===== config.mk =====
export PLATFORM = sky130hd
export DESIGN_NAME = imager_capture_sequencer
export DESIGN_NICKNAME = d
export VERILOG_FILES = /design/src/rtl/imager_capture_sequencer.sv
export SDC_FILE = /design/constraint.sdc
export NUM_CORES = 1
export LEC_CHECK = 0
export CORE_ASPECT_RATIO = 1.25
export CORE_MARGIN = 5
export CORE_UTILIZATION = 43
export DETAILED_ROUTE_END_ITERATION = 10
export GPL_TIMING_DRIVEN = 0
export PLACE_DENSITY = 0.74
export REMOVE_ABC_BUFFERS = 1
export SYNTH_ARGS = -nofsm -noshare
export SYNTH_HDL_FRONTEND = slang
export SYNTH_SLANG_ARGS = --single-unit
export TNS_END_PERCENT = 50

===== constraint.sdc =====
create_clock -name clk -period 3.5 [get_ports clk]
set_input_delay 0.7 -clock clk [delete_from_list [all_inputs] [get_ports clk]]
set_output_delay 0.7 -clock clk [all_outputs]
set_load 0.005 [all_outputs]

===== src/rtl/imager_capture_sequencer.sv =====
// Frame-capture scheduler for NUM_CAMS Stonyman channels: round-robin or simultaneous triggering,
// frame-period pacing. Define IMAGER_SEQ_WATCHDOG_EN to add the per-capture timeout watchdog.
module imager_capture_sequencer #(
    parameter int NUM_CAMS  = 2,
    parameter int IDX_W     = 3,
    parameter int PERIOD_W  = 24,
    parameter int TIMEOUT_W = 24
) (
    input  logic                 clk,
    input  logic                 reset,
    input  logic                 start,
    input  logic                 stop,
    input  logic [1:0]           mode,
    input  logic [NUM_CAMS-1:0]  cam_enable,
    input  logic [PERIOD_W-1:0]  frame_period,
    input  logic [TIMEOUT_W-1:0] timeout_cycles,
    input  logic                 clear_status,
    input  logic [NUM_CAMS-1:0]  cam_busy,
    input  logic [NUM_CAMS-1:0]  cam_frame_done,
    output logic [NUM_CAMS-1:0]  cam_frame_start,
    output logic [NUM_CAMS-1:0]  cam_reset,
    output logic [IDX_W-1:0]     active_cam,
    output logic                 busy,
    output logic                 round_done,
    output logic                 timeout_flag,
    output logic [NUM_CAMS-1:0]  timeout_mask,
    output logic [15:0]          frame_count
);

    localparam int PTR_W = IDX_W + 1;
    localparam int CNT_W = $clog2(NUM_CAMS + 1);

    typedef enum logic [2:0] {
        S_IDLE, S_SELECT, S_WAIT_READY, S_TRIGGER, S_WAIT_DONE, S_PERIOD_WAIT
    } state_t;

    state_t               state_q, state_d;
    logic [1:0]           mode_q;
    logic [NUM_CAMS-1:0]  en_q, done_mask_q;
    logic [PTR_W-1:0]     ptr_q;
    logic [IDX_W-1:0]     active_q;
    logic                 stop_req_q;
    logic [PERIOD_W-1:0]  period_q, period_inc;
    logic [15:0]          frame_count_q;
    logic                 round_done_q;

    logic                 sim, cont, expire, round_end, begin_round;
    logic                 sel_found;
    logic [IDX_W-1:0]     sel_idx;
    logic [NUM_CAMS-1:0]  act_oh, new_done, mask_n, frame_start, cam_rst;
    logic [CNT_W-1:0]     fc_add;

    assign sim    = mode_q[1];
    assign cont   = mode_q[0];
    assign act_oh = NUM_CAMS'(1) << active_q;

    // Elapsed cycles since round start, counting the current cycle; saturates.
    assign period_inc = (&period_q) ? period_q : period_q + PERIOD_W'(1);

    assign new_done = (state_q != S_WAIT_DONE) ? '0 :
                      cam_frame_done & (sim ? (en_q & ~done_mask_q) : act_oh);
    assign mask_n   = done_mask_q | new_done;

    always_comb begin
        sel_found = 1'b0;
        sel_idx   = '0;
        for (int i = NUM_CAMS - 1; i >= 0; i--) begin
            if (en_q[i] && (PTR_W'(i) >= ptr_q)) begin
                sel_found = 1'b1;
                sel_idx   = IDX_W'(i);
            end
        end
    end

    always_comb begin
        fc_add = '0;
        for (int i = 0; i < NUM_CAMS; i++) fc_add = fc_add + CNT_W'(new_done[i]);
    end

`ifdef IMAGER_SEQ_WATCHDOG_EN
    logic [TIMEOUT_W-1:0] wd_q;
    logic [TIMEOUT_W:0]   wd_inc;
    assign wd_inc = {1'b0, wd_q} + (TIMEOUT_W + 1)'(1);
    // Counts the current WAIT_DONE cycle, so expiry lands timeout_cycles after the trigger.
    assign expire = (timeout_cycles != '0) && (wd_inc >= {1'b0, timeout_cycles});
`else
    assign expire = 1'b0;
`endif

    always_comb begin
        state_d     = state_q;
        round_end   = 1'b0;
        frame_start = '0;
        cam_rst     = '0;
        unique case (state_q)
            S_IDLE:
                if (start && cam_enable != '0) state_d = S_SELECT;
            S_SELECT:
                if (sim || sel_found) state_d = S_WAIT_READY;
                else                  round_end = 1'b1;
            S_WAIT_READY:
                if ((cam_busy & (sim ? en_q : act_oh)) == '0) state_d = S_TRIGGER;
            S_TRIGGER: begin
                frame_start = sim ? en_q : act_oh;
                state_d     = S_WAIT_DONE;
            end
            S_WAIT_DONE:
                if (sim) begin
                    if (mask_n == en_q) begin
                        round_end = 1'b1;
                    end else if (expire) begin
                        cam_rst   = en_q & ~mask_n;
                        round_end = 1'b1;
                    end
                end else if (|new_done) begin
                    state_d = S_SELECT;
                end else if (expire) begin
                    cam_rst = act_oh;
                    state_d = S_SELECT;
                end
            S_PERIOD_WAIT:
                if (stop_req_q || stop)  state_d = S_IDLE;
                else if (period_inc >= frame_period)
                    state_d = (cam_enable != '0) ? S_SELECT : S_IDLE;
            default: state_d = S_IDLE;
        endcase
        if (round_end) state_d = (!cont || stop_req_q || stop) ? S_IDLE : S_PERIOD_WAIT;
    end

    assign begin_round = (state_q == S_IDLE || state_q == S_PERIOD_WAIT) && state_d == S_SELECT;

    always_ff @(posedge clk) begin
        if (reset) begin
            state_q       <= S_IDLE;
            mode_q        <= '0;
            en_q          <= '0;
            done_mask_q   <= '0;
            ptr_q         <= '0;
            active_q      <= '0;
            stop_req_q    <= 1'b0;
            period_q      <= '0;
            frame_count_q <= '0;
            round_done_q  <= 1'b0;
        end else begin
            state_q       <= state_d;
            round_done_q  <= round_end;
            frame_count_q <= frame_count_q + 16'(fc_add);
            if (begin_round) begin
                en_q     <= cam_enable;
                ptr_q    <= '0;
                period_q <= '0;
                if (state_q == S_IDLE) mode_q <= mode;
            end else if (state_q != S_IDLE) begin
                period_q <= period_inc;
            end
            if (state_q == S_SELECT && !sim && sel_found) active_q <= sel_idx;
            if (state_q == S_WAIT_DONE && state_d == S_SELECT)
                ptr_q <= PTR_W'(active_q) + PTR_W'(1);
            if (state_q == S_TRIGGER)        done_mask_q <= '0;
            else if (state_q == S_WAIT_DONE) done_mask_q <= mask_n;
            if (state_q != S_IDLE && state_d == S_IDLE) stop_req_q <= 1'b0;
            else if (state_q != S_IDLE && stop)         stop_req_q <= 1'b1;
        end
    end

`ifdef IMAGER_SEQ_WATCHDOG_EN
    logic                flag_q;
    logic [NUM_CAMS-1:0] tmask_q;

    // A new expiry in the same cycle as clear_status survives the clear.
    always_ff @(posedge clk) begin
        if (reset) begin
            wd_q    <= '0;
            flag_q  <= 1'b0;
            tmask_q <= '0;
        end else begin
            if (state_q == S_TRIGGER)                         wd_q <= '0;
            else if (state_q == S_WAIT_DONE && !wd_inc[TIMEOUT_W]) wd_q <= wd_inc[TIMEOUT_W-1:0];
            flag_q  <= (clear_status ? 1'b0 : flag_q) | (|cam_rst);
            tmask_q <= (clear_status ? '0 : tmask_q) | cam_rst;
        end
    end

    assign cam_reset    = reset ? '0 : cam_rst;
    assign timeout_flag = flag_q;
    assign timeout_mask = tmask_q;
`else
    logic unused_wd;
    assign unused_wd    = ^{timeout_cycles, clear_status, cam_rst};
    assign cam_reset    = '0;
    assign timeout_flag = 1'b0;
    assign timeout_mask = '0;
`endif

    assign cam_frame_start = reset ? '0 : frame_start;
    assign active_cam      = active_q;
    assign busy            = (state_q != S_IDLE);
    assign round_done      = round_done_q;
    assign frame_count     = frame_count_q;

endmodule


==> results.json <==
{
  "outcome": "finished, final reports clean",
  "initial_core_util_pct": 44.4,
  "dp_hpwl_um": 6370,
  "syn_avg_cell_area_um2": 7.95,
  "clockBufferDepth": 2,
  "die_w_um": 92.8,
  "worstPathCellList": "and4_4 -> and3_4 -> nand4_1 -> nor3_2 -> xor2_1 -> ha_1 -> nand4_1 -> nor2_1 -> a2111oi_2 -> o2111a_2 -> a21oi_4 -> buf_4 -> nor3_1",
  "cts_sinks": 54,
  "hold_slack_ns": 0.495,
  "required_ns": 3.73,
  "first_global_vias": 3259,
  "clk_pin_slew_ns": 0.10,
  "fin_ws_ns": 0.153,
  "htree_levels": 2,
  "io_pins": 89,
  "drtPass1Iterations": 4,
  "portBuffers": 56,
  "reg2reg_to": "period_q[13]$_SDFFE_PP0N_",
  "grt_max_degree": 42,
  "syn2layout_area_growth_pct": 29.2,
  "wirelength_um": 8970,
  "rows": 37,
  "antenna_found_initial": 0,
  "worst-path-stages": 13,
  "worst-path-buf-inv": 1,
  "critPathArrivalTime_ns": 3.57,
  "initialDrtViolationCount": 128,
  "layout_commonest_cell": "clkdlybuf4s50_1",
  "cts_buffers": 5,
  "reg2reg_depth": 13,
  "p_per_area_nw_per_um2": 298,
  "post-route-drc-count": 0,
  "final_nets": 613,
  "relSlewSlack_pct": 54.2,
  "worst_pin_slew_ns": 0.682,
  "worst-path-max-fanout": 8,
  "cp_common_cell": "nand4_1",
  "wl_per_cell_um": 14.4,
  "async_reset_ff_share_pct": 0,
  "viasPerCell": 5.38,
  "clock_latency_ns": 0.31,
  "p_leak_nw": 1.84,
  "cts_tree": "yes",
  "slowest_delay_ns": 0.41,
  "n_fill_cell": 727,
  "endpoint": "period_q[13]$_SDFFE_PP0N_",
  "fmax_mhz": 299,
  "grt_overflow": 0,
  "ys_warn_count": 0,
  "fp.dieArea_um2": 10500,
  "synth-edff-count": 0,
  "yosysSeqAreaShare_pct": 29.4,
  "r2r_start": "period_q[2]$_SDFFE_PP0N_",
  "synth_top_flop_cell": "dfxtp_1",
  "maxCapViolations": 0,
  "grt_usage_pct": 16.4,
  "grt_pass1_wl_um": 14600,
  "finalSetupViolations": 0,
  "mappedNetlistArea_um2": 3680,
  "r2r_setup_slack_ns": 0.15,
  "fin_crit_ns": 3.35,
  "synthDistinctLibCells": 54,
  "die_y_um": 113,
  "vdd_drop_max_mv": 0.215,
  "worst-setup-path-type": "reg -> reg",
  "drive_gt1_share_pct": 15.4,
  "pre_cts_ws_ns": -1.36,
  "endpoint_kind": "flip-flop",
  "cts-hold-fix-buffers": 0,
  "cp_slowest_cell": "dfxtp_4",
  "holdCritPathClass": "reg -> reg",
  "crit_path_start": "period_q[2]$_SDFFE_PP0N_",
  "fin_crit_sh_pct": 95.6,
  "synthCells": 463,
  "cp_top_family": "simple AND/OR/NAND/NOR gates",
  "ys_ff_latch": 54,
  "final-seq-area_um2": 1120,
  "route.vias.total": 3351,
  "ant_nets": 0,
  "p_total_mw": 1.42,
  "hold_violations": 0,
  "finClkSkew_ns": 0.00633,
  "gp_congestion": 0.861,
  "most-common-layout-cells": "clkdlybuf4s50_1, nor2_1, nor3_1, dfxtp_1, xnor2_1",
  "multi_input_area_um2": 2530,
  "core_um2": 8290,
  "ctsRootBufferMaster": "clkbuf_8",
  "final-max-slew-violation-count": 0,
  "antenna_cells": 0,
  "crit_path_start_kind": "flip-flop"
}
state kept, by name, indices dropped and copies added (netlist names):
register / flops
en_q: 2
period_q: 24
state_q: 3
mode_q: 2
round_done: 1
stop_req_q: 1
ptr_q: 2
done_mask_q: 2
frame_count: 16
active_cam: 1
worst min path at each step:
stage                                start                           to  slack (ns)  cells after the start
2_1_floorplan  done_mask_q[1]$_SDFFE_PP0P_  done_mask_q[1]$_SDFFE_PP0P_        0.45                      2
3_3_place_gp   done_mask_q[1]$_SDFFE_PP0P_  done_mask_q[1]$_SDFFE_PP0P_        0.47                      2
3_5_place_dp   done_mask_q[0]$_SDFFE_PP0P_  done_mask_q[0]$_SDFFE_PP0P_        0.48                      2
4_1_cts        done_mask_q[0]$_SDFFE_PP0P_  done_mask_q[0]$_SDFFE_PP0P_        0.50                      2
5_1_grt        done_mask_q[0]$_SDFFE_PP0P_  done_mask_q[0]$_SDFFE_PP0P_        0.54                      2
6_report       done_mask_q[1]$_SDFFE_PP0P_  done_mask_q[1]$_SDFFE_PP0P_        0.49                      2
synthesized netlist by cell type (all sizes together) (6+ instances only):
cell	number	area share (%)
nor2b	6	1.0
ha	26	8.8
dfxtp	54	29
nor3	44	6.0
xor2	23	5.5
clkbuf	13	1.4
o21ai	12	2.0
xnor2	33	7.8
a21oi	21	3.0
nand4	15	3.3
nand3	17	2.3
buf	14	2.4
inv	32	3.3
mux2i	6	1.6
nor4	6	1.0
nand2b	10	1.7
nand2	33	3.4
nor2	43	4.4
timing repair:
item | 4_1_cts | 5_1_grt
hold endpoints to repair | 0 | 0
setup endpoints to repair | 31 | 31
setup buffers | 6 | 11
gates resized for setup | 22 | 38
cloned | 1 | 0
pin swaps | 6 | 11
layer usage:
metal	global-route usage, %	wire, um
met2	28.8	4480
met1	20.1	3860
met5	0	0
met4	4.89	172
met3	3.30	463
per-stage QoR:
step                      setup TNS, ns  cell area, um2  instances  utilization, %
after global placement           -37.58            4250        595            51.3
after detailed placement         -37.42            4270        597            51.5
after global routing             -0.590            4760        623            57.4
after floorplan                   -2.41            3570        442               -
after CTS                       -0.0151            4550        612            54.9
final                                 0            4760        623            57.4
report_power, final:
part           total, mW  switching [mW]  internal [mW]
logic              0.250           0.130          0.120
clock network      0.520           0.214          0.305
registers          0.648          0.0228          0.625
worst min-delay path: cells and delay by family, from the launching register on:
kind                   cells  cell delay (ns)
AOI/OAI and AO/OA          1             0.07
buffers and inverters      1             0.06
DFF                        1             0.32
cell type report:
cell class                 count  share of cell area [%]
multi-input combinational    356                    53.2
sequential                    54                    23.5
timing repair buffer          75                    15.1
inverter                      33                    2.60
tap                           97                    2.55
clock buffer                   6                    1.74
clock inverter                 2                    1.26
cells by family (layout without fill, tap and decap cells):
group,count (synthesis),in the layout,synth area share (%)
buf+inv,60,116,7.10
other cells,1,7,0.102
xor+xnor,56,56,13.3
fa+ha+maj,27,27,9.38
compound gates,58,59,10.8
simple gates,200,200,28.0
mux,7,7,1.94
flops,54,54,29.4
No activity file was read; power rests on OpenSTA's default activity.
